`config.mk`:
```
export PLATFORM = sky130hd
export DESIGN_NAME = pipe_hazard_ctrl
export DESIGN_NICKNAME = d
export VERILOG_FILES = /design/src/rtl/hazard_pkg.sv /design/src/rtl/sat_counter.sv /design/src/rtl/pipe_hazard_ctrl.sv
export SDC_FILE = /design/constraint.sdc
export NUM_CORES = 1
export LEC_CHECK = 0
export CORE_UTILIZATION = 45
export CTS_CLUSTER_DIAMETER = 30
export DETAILED_ROUTE_END_ITERATION = 16
export PLACE_DENSITY = 0.9
export SETUP_SLACK_MARGIN = 0.15
export SYNTH_ARGS = -nofsm -noshare
export SYNTH_HDL_FRONTEND = slang
export SYNTH_SLANG_ARGS = --single-unit
```
`constraint.sdc`:
```
create_clock -name clk -period 4.2 [get_ports clk]
set_input_delay 0.84 -clock clk [delete_from_list [all_inputs] [get_ports clk]]
set_output_delay 0.84 -clock clk [all_outputs]
set_load 0.005 [all_outputs]
```
`src/rtl/hazard_pkg.sv`:
```
// Shared definitions for the pipeline hazard controller: FSM state encoding,
// default widths and the all-zero control word the pipeline registers load
// when a bubble is inserted.
package hazard_pkg;

   typedef enum logic [1:0] {
      RUN      = 2'd0,
      LU_STALL = 2'd1,
      IO_WAIT  = 2'd2
   } state_t;

   localparam int RA_W_DEF = 3;
   localparam int CNT_W_DEF = 16;

   // Width of the control bundle carried through ID/EX and EX/MEM.
   localparam int CTRL_W = 8;
   localparam logic [CTRL_W-1:0] BUBBLE_CTRL = '0;

endpackage

```
`src/rtl/sat_counter.sv`:
```
// Saturating up-counter with synchronous clear. Sticks at all-ones instead
// of wrapping so a long stall never reads back as a short one.
module sat_counter #(
   parameter int W = 16
) (
   input  logic         clk,
   input  logic         rst,
   input  logic         clr,
   input  logic         inc,
   output logic [W-1:0] cnt
);

   // Clear wins over increment; increment stops at the all-ones value.
   always_ff @(posedge clk or posedge rst) begin
      if (rst) begin
         cnt <= '0;
      end else if (clr) begin
         cnt <= '0;
      end else if (inc && (cnt != '1)) begin
         cnt <= cnt + 1'b1;
      end
   end

endmodule

```
`src/rtl/pipe_hazard_ctrl.sv`:
```
// Central stall/flush controller for the 5-stage pipeline. Detects load-use
// and IN-port hazards, squashes wrong-path instructions on taken branches,
// freezes everything while data memory is busy and counts stall cycles.
module pipe_hazard_ctrl
   import hazard_pkg::*;
#(
   parameter int RA_W       = RA_W_DEF,
   parameter int LU_BUBBLES = 1,
   parameter int R0_ZERO    = 1,
   parameter int CNT_W      = CNT_W_DEF
) (
   input  logic             clk,
   input  logic             rst,
   input  logic [RA_W-1:0]  id_rs,
   input  logic [RA_W-1:0]  id_rt,
   input  logic             id_use_rs,
   input  logic             id_use_rt,
   input  logic             ex_mem_read,
   input  logic [RA_W-1:0]  ex_dst,
   input  logic             ex_branch_taken,
   input  logic             ex_in,
   input  logic             in_valid,
   output logic             in_ack,
   input  logic             mem_busy,
   input  logic             cnt_clr,
   output logic             pc_en,
   output logic             ifid_en,
   output logic             ifid_flush,
   output logic             idex_en,
   output logic             idex_flush,
   output logic             exmem_en,
   output logic             exmem_flush,
   output logic [1:0]       state,
   output logic [CNT_W-1:0] stall_cnt
);

   state_t     state_q;
   state_t     state_nxt;
   logic [2:0] bub_q;
   logic [2:0] bub_nxt;
   logic       lu_raw;
   logic       lu;
   logic       iow;

   // Hazard detection: a load in EX whose destination is read by ID, unless
   // the destination is the hard-wired zero register; IN waits on the port.
   always_comb begin
      lu_raw = ex_mem_read &&
               ((id_use_rs && (id_rs == ex_dst)) ||
                (id_use_rt && (id_rt == ex_dst)));
      lu     = lu_raw && !((R0_ZERO != 0) && (ex_dst == '0));
      iow    = ex_in && !in_valid;
   end

   // State and remaining-bubble registers; reset drops any pending stall.
   always_ff @(posedge clk or posedge rst) begin
      if (rst) begin
         state_q <= RUN;
         bub_q   <= 3'd0;
      end else begin
         state_q <= state_nxt;
         bub_q   <= bub_nxt;
      end
   end

   // Next-state and pipeline-control decode; mem_busy freezes everything,
   // then IN wait, then branch squash, then load-use.
   always_comb begin
      pc_en       = 1'b1;
      ifid_en     = 1'b1;
      ifid_flush  = 1'b0;
      idex_en     = 1'b1;
      idex_flush  = 1'b0;
      exmem_en    = 1'b1;
      exmem_flush = 1'b0;
      in_ack      = 1'b0;
      state_nxt   = state_q;
      bub_nxt     = bub_q;

      if (rst) begin
         pc_en     = 1'b0;
         ifid_en   = 1'b0;
         idex_en   = 1'b0;
         exmem_en  = 1'b0;
         state_nxt = RUN;
         bub_nxt   = 3'd0;
      end else if (mem_busy) begin
         pc_en    = 1'b0;
         ifid_en  = 1'b0;
         idex_en  = 1'b0;
         exmem_en = 1'b0;
      end else begin
         case (state_q)
            RUN: begin
               if (iow) begin
                  pc_en       = 1'b0;
                  ifid_en     = 1'b0;
                  idex_en     = 1'b0;
                  exmem_flush = 1'b1;
                  state_nxt   = IO_WAIT;
               end else if (ex_branch_taken) begin
                  ifid_flush = 1'b1;
                  idex_flush = 1'b1;
               end else if (lu) begin
                  pc_en      = 1'b0;
                  ifid_en    = 1'b0;
                  idex_flush = 1'b1;
                  if (LU_BUBBLES > 1) begin
                     state_nxt = LU_STALL;
                     bub_nxt   = 3'(LU_BUBBLES - 1);
                  end
               end
               if (ex_in && in_valid) begin
                  in_ack = 1'b1;
               end
            end
            LU_STALL: begin
               if (ex_branch_taken) begin
                  ifid_flush = 1'b1;
                  idex_flush = 1'b1;
                  state_nxt  = RUN;
                  bub_nxt    = 3'd0;
               end else begin
                  pc_en      = 1'b0;
                  ifid_en    = 1'b0;
                  idex_flush = 1'b1;
                  if (bub_q <= 3'd1) begin
                     state_nxt = RUN;
                     bub_nxt   = 3'd0;
                  end else begin
                     bub_nxt = bub_q - 3'd1;
                  end
               end
            end
            IO_WAIT: begin
               if (!in_valid) begin
                  pc_en       = 1'b0;
                  ifid_en     = 1'b0;
                  idex_en     = 1'b0;
                  exmem_flush = 1'b1;
               end else begin
                  in_ack    = 1'b1;
                  state_nxt = RUN;
               end
            end
            default: begin
               state_nxt = RUN;
               bub_nxt   = 3'd0;
            end
         endcase
      end
   end

   assign state = state_q;

   sat_counter #(
      .W(CNT_W)
   ) u_stall_cnt (
      .clk(clk),
      .rst(rst),
      .clr(cnt_clr),
      .inc(!pc_en),
      .cnt(stall_cnt)
   );

endmodule

```
======== Word level (Yosys, flattened, before mapping) ========
Cells that the tools add are included.
word-level totals
  register bits after elaboration ......... 21
  input port bits ......................... 19
  output and inout port bits .............. 26
  word-level logic and storage cells ...... 80
operators by class
  $add $sub $neg .......................... 2
  $lt $le $gt $ge ......................... 1
  equal/unequal tests ..................... 10
  muxes and demuxes ....................... 47
  reductions and logical operators ........ 17
operators with widths
  operator                 number
  $mux W16                 2
  $mux W1                  27
  $add A16 B1 Y16 const B  1
  $ne A16 B16 Y1 const B   1
  $mux W2                  6
  $mux W3                  4
  $pmux W1 S2              5
  $logic_and A1 B1 Y1      7
  $eq A3 B3 Y1             2
  $ne A3 B3 Y1 const B     2
  $pmux W2 S3              1
  $pmux W3 S2              1
  $ne A4 B4 Y1 const B     1
  $reduce_and A4 Y1        1
  $le A3 B1 Y1 const B     1
  $logic_not A1 Y1         3
  $logic_not A3 Y1         1
  $pmux W1 S3              1
  $sub A3 B1 Y3 const B    1
  $eq A2 B1 Y1 const B     1
  $eq A2 B2 Y1 const B     1
  $logic_not A2 Y1         1
  $ne A2 B1 Y1 const B     1
  $ne A2 B2 Y1 const B     1
  4 further kinds          4

======== Depth between registers and ports, before layout ========
  word-level depth ........................ 15
  depth in mapped cells ................... 7
  mapped depth without buffers ............ 7

======== Modules after synthesis ========
From an unflattened synthesis, not the netlist that was laid out.
second synthesis, totals
  cells, all modules ...................... 132
  area total of the unflattened synthesis .. 1159.9 sq um
modules (own cells, without submodules)
  module            times used  cells each  area each (sq um)  seq. area each (sq um)
  sat_counter       1           101         922.1              400.4
  pipe_hazard_ctrl  1           31          237.7              25.0

======== Worst setup path after synthesis ========
No wires, ideal clock.
  path kind ............................... input port to output port
  from .................................... input ex_dst[0]
  to ...................................... output pc_en
  data arrival time ....................... 1718 ps
  required time ........................... 3360 ps
  slack ................................... 1642 ps
  stages on the path ...................... 5
  buffers on the path ..................... 1
  cells stage by stage .................... o31ai_1 > or3_4 > a21oi_1 > nor2b_1 > buf_4
on the way
  longest elaborated chain between the ends .. 11
  elaborated cells between the ends (all ways) .. 15
  classes of those cells .................. eq/ne (2); mux (6); reduce/logical (7)
RTL lines
  element                                        RTL line                                        source
  start, declared                                pipe_hazard_ctrl.sv:19                          input logic [RA_W-1:0] ex_dst,
  $eq A3 B3 Y1, on equally long branches         pipe_hazard_ctrl.sv:49, pipe_hazard_ctrl.sv:50
  $logic_and A1 B1 Y1, on equally long branches  pipe_hazard_ctrl.sv:49, pipe_hazard_ctrl.sv:50
  $logic_or A1 B1 Y1                             pipe_hazard_ctrl.sv:49                          ((id_use_rs && (id_rs == ex_dst)) ||
  $logic_and A1 B1 Y1                            pipe_hazard_ctrl.sv:48                          lu_raw = ex_mem_read &&
  $logic_and A1 B1 Y1 *                          pipe_hazard_ctrl.sv:51                          lu = lu_raw && !((R0_ZERO != 0) && (ex_dst == '0));
  $mux W1 * (3 in series)                        --
  $pmux W1 S3 *                                  --
  $mux W1 * (2 in series)                        --
  end, declared                                  pipe_hazard_ctrl.sv:26                          output logic pc_en,
Every way passes the cells marked *; elsewhere a longest branch is shown, timed or not.

======== Worst setup path in the final report ========
  from .................................... input ex_dst[0]
  to ...................................... output ifid_en
on the way
  longest elaborated chain between the ends .. 11
  elaborated cells between the ends (all ways) .. 15
  classes of those cells .................. eq/ne (2); mux (6); reduce/logical (7)
RTL lines
  element                                        RTL line                                        source
  $eq A3 B3 Y1, on equally long branches         pipe_hazard_ctrl.sv:49, pipe_hazard_ctrl.sv:50
  $logic_and A1 B1 Y1, on equally long branches  pipe_hazard_ctrl.sv:49, pipe_hazard_ctrl.sv:50
  $logic_or A1 B1 Y1                             pipe_hazard_ctrl.sv:49
  $logic_and A1 B1 Y1                            pipe_hazard_ctrl.sv:48
  $logic_and A1 B1 Y1 *                          pipe_hazard_ctrl.sv:51
  $mux W1 *                                      pipe_hazard_ctrl.sv:104                         end else if (lu) begin
  $mux W1 *                                      pipe_hazard_ctrl.sv:101                         end else if (ex_branch_taken) begin
  $mux W1 *                                      pipe_hazard_ctrl.sv:95                          if (iow) begin
  $pmux W1 S3 *                                  pipe_hazard_ctrl.sv:93                          case (state_q)
  $mux W1 *                                      pipe_hazard_ctrl.sv:87                          end else if (mem_busy) begin
  $mux W1 *                                      pipe_hazard_ctrl.sv:80                          if (rst) begin
  end, declared                                  pipe_hazard_ctrl.sv:27                          output logic ifid_en,
Marked as above.

==> flow_metrics.tcl <==
set metrics [dict create \
    status "finished clean" \
    ff2ff_path_depth 7 \
    crit_path_end "ifid_en" \
    dieHeight_um 51.2 \
    initial_core_util 0.482 \
    setup_viol 0 \
    worstReg2RegEnd "u_stall_cnt.cnt[9]" \
    seqCellArea_um2 425 \
    grt_pass1_wl_um 4670 \
    swShare 0.277 \
    fin_crit_ns 3.60 \
    grt_remaining_overflow 0 \
    grt_max_degree 18 \
    synthesis.nets 142 \
    layout_setup_ws_ns 0.601 \
    rsz0062_at_grt "false" \
    slew_violations 0 \
    syn_avg_cell_area_um2 8.91 \
    startpoint_type "input pin" \
    track_usage 0.247 \
    powerDensity_nw_per_um2 217 \
    place_ws_ns 0.600 \
    clockPowerShare 0.270 \
    power.internal_uw 244 \
    slew_headroom 0.570 \
    gp_congestion 0.830 \
    total_power_uw 338 \
    arrival_ns 2.76 \
    syn_to_final_growth_pct 43.3 \
    critPathBufInv 2 \
    crit_family "buffers and inverters" \
    rows 17 \
    synth_top_flop_cell "dfrtp_1" \
    cts.sinks 17 \
    p_leak_uw 0.000618 \
    slowest_stage "clkdlybuf4s50_1" \
    grt_pass1_vias 1026 \
    p_comb_frac 0.215 \
    max_cap_violations 0 \
    ys.warnings.count 0 \
    synth_area_um2 1090 \
    antenna_cells 0 \
    vias 1077 \
    crit_path_frequent_cell "clkdlybuf4s50_1" \
    cts_root_buf "clkbuf_4" \
    numCtsBuffers 3 \
    wl_per_cell_um 14.4 \
    syn_inst 122 \
    max_freq_mhz 278 \
    yosysUniqueCellTypes 34 \
    drt_wl_total_um 2780 \
    crit_path_end_kind "output port" \
    layout-drive-gt1-share 0.0485 \
    dieArea_um2 2620 \
    crit_start "ex_dst[0]" \
    ctsHoldBuffers 0 \
    pwr-share-seq 0.515 \
    viasPerCell 5.58 \
    cts_setup_buffers 0 \
    fin_worst_skew_ns 0.000736 \
    drtPass1Iterations 4 \
    reg2reg_slack_ns 2.15 \
    vdd.ir_drop.worst_uv 170 \
    clk_latency_ns 0.30 \
    cts_resized 0 \
    synth-edff-count 0 \
    ios 45 \
    h-tree-depth 1 \
    hpwl_um 2160 \
    fin_setup_tns_ns 0 \
    r2r-start "u_stall_cnt.cnt[0]" \
    path_max_fanout 4 \
    die_w_um 51.2 \
    clk_pin_slew_ns 0.10 \
    worstPathRequired_ns 3.36 \
    drt_iter0_drc 21 \
    drcViolationCount 0 \
    tightest_slew_ns 0.645 \
    switchingPower_uw 93.5 \
    coreArea_um2 2250 \
    fillers 196 \
    hold_viol_final 0 \
    ant_nets 0 \
    critPathKind "input pin to output port" \
    clockBufferDepth 2 \
    worstPathCellList "clkdlybuf4s50_1 -> o31ai_1 -> or3_4 -> a21oi_1 -> nor2b_1 -> clkdlybuf4s50_1" \
    synthArstFlopShare 1.00 \
    cts_tree "built" \
    ys_seq_area_frac 0.391 \
    hold_class "flip-flop to flip-flop" \
    crit_cells 6 \
    antenna_found_initial 0 \
    port_buffers 43 \
    nNetsFinal 186 \
    multi_input_area_um2 621 \
    finalCritPeriodShare 0.857 \
    max_stage_delay_ns 0.57 \
    ys_ff_latch 17 \
]
-- power groups by stage --
| stage | Combinational, uW | Clock [uW] | Sequential [uW] |
|---|---|---|---|
| global placement | 70.0 | 0 | 177 |
| detailed placement | 73.1 | 0 | 177 |
| finish | 72.6 | 91.1 | 174 |
| CTS | 73.3 | 92.5 | 174 |
| global route | 79.5 | 100 | 175 |
| floorplan | 32.3 | 0 | 176 |
-- registers in the layout (all words and copies together), names as in the netlist --
| name | cells |
|---|---|
| state | 1 |
| u_stall_cnt.cnt | 16 |
-- cell usage after synthesis (2+ instances only) --
cell type  instances  share of area
nand2_1            6          0.021
nor2_1            18          0.062
xor2_1             7          0.056
xnor2_1            8          0.064
nand3_1            7          0.032
mux2_1             2          0.021
o21ai_1            2         0.0092
a21oi_1            5          0.023
or3_1              2          0.012
dfrtp_1           17           0.39
or4_1              2          0.014
nand4_1           10          0.058
buf_4              2          0.014
and2_1             3          0.017
nor4_1             3          0.017
o21a_1             2          0.014
inv_1              5          0.017
and3_1             3          0.017
nor2b_1            3          0.017
-- worst min-delay path by stage --
stage | from | end | slack [ns] | cells after the start
after floorplan | u_stall_cnt.cnt[8] | u_stall_cnt.cnt[8] | 0.56 | 2
after global placement | u_stall_cnt.cnt[11] | u_stall_cnt.cnt[11] | 0.57 | 2
after detailed placement | u_stall_cnt.cnt[11] | u_stall_cnt.cnt[11] | 0.58 | 2
after CTS | u_stall_cnt.cnt[11] | u_stall_cnt.cnt[11] | 0.59 | 2
after global routing | u_stall_cnt.cnt[11] | u_stall_cnt.cnt[11] | 0.63 | 2
final | u_stall_cnt.cnt[11] | u_stall_cnt.cnt[11] | 0.60 | 2
-- cell usage in the layout (no fill, tap or decap), types with 2 or more instances in the layout --
master / synthesis / final
a21oi_1: 5 / 5
and2_1: 3 / 3
and3_1: 3 / 3
clkbuf_4: 0 / 3
clkdlybuf4s50_1: 0 / 43
dfrtp_1: 17 / 17
inv_1: 5 / 5
mux2_1: 2 / 2
nand2_1: 6 / 6
nand3_1: 7 / 7
nand4_1: 10 / 10
nor2_1: 18 / 18
nor2b_1: 3 / 3
nor4_1: 3 / 3
o21a_1: 2 / 2
o21ai_1: 2 / 2
or3_1: 2 / 2
or4_1: 2 / 2
xnor2_1: 8 / 8
xor2_1: 7 / 7
-- layout make-up --
cell class / instances / share of cell area
multi-input cells: 96 / 0.398
repair buffers: 43 / 0.276
flip-flops and latches: 17 / 0.273
well taps: 28 / 0.0225
clock buffers: 3 / 0.0145
inverters: 5 / 0.0120
clock inverters: 1 / 0.00321
-- cells by family after synthesis --
logic type | after synthesis | share of synthesized area
mux | 3 | 0.0299
flops | 17 | 0.391
compound gates | 15 | 0.100
buf+inv | 9 | 0.0380
simple gates | 61 | 0.305
fa+ha+maj | 1 | 0.0115
other cells | 1 | 0.00345
xor+xnor | 15 | 0.121
-- tightest hold or removal path, stage by stage, from the launching register on --
cell,delay [ns]
dfrtp_1,0.42
o21ai_1,0.09
a21oi_1,0.06
-- stage by stage --
step                cell area (um^2)  hold WS (ns)  instances   util
detailed placement              1530         0.579        189  0.679
floorplan                       1090         0.559        122      -
CTS                             1560         0.594        193  0.691
finish                          1560         0.599        193  0.691
global route                    1560         0.631        193  0.691
global placement                1530         0.571        189  0.679
-- metal layers --
metal | GRT usage | vias to the layer above | share of wire | wire, um
li1 | - | 521 | - | -
met1 | 0.290 | 523 | 0.41 | 1120
met2 | 0.434 | 29 | 0.54 | 1510
met3 | 0.0417 | 4 | 0.032 | 90
met4 | 0.111 | 0 | 0.019 | 54
met5 | 0 | - | 0 | 0
Note: power is estimated with default switching activity, not from simulation.
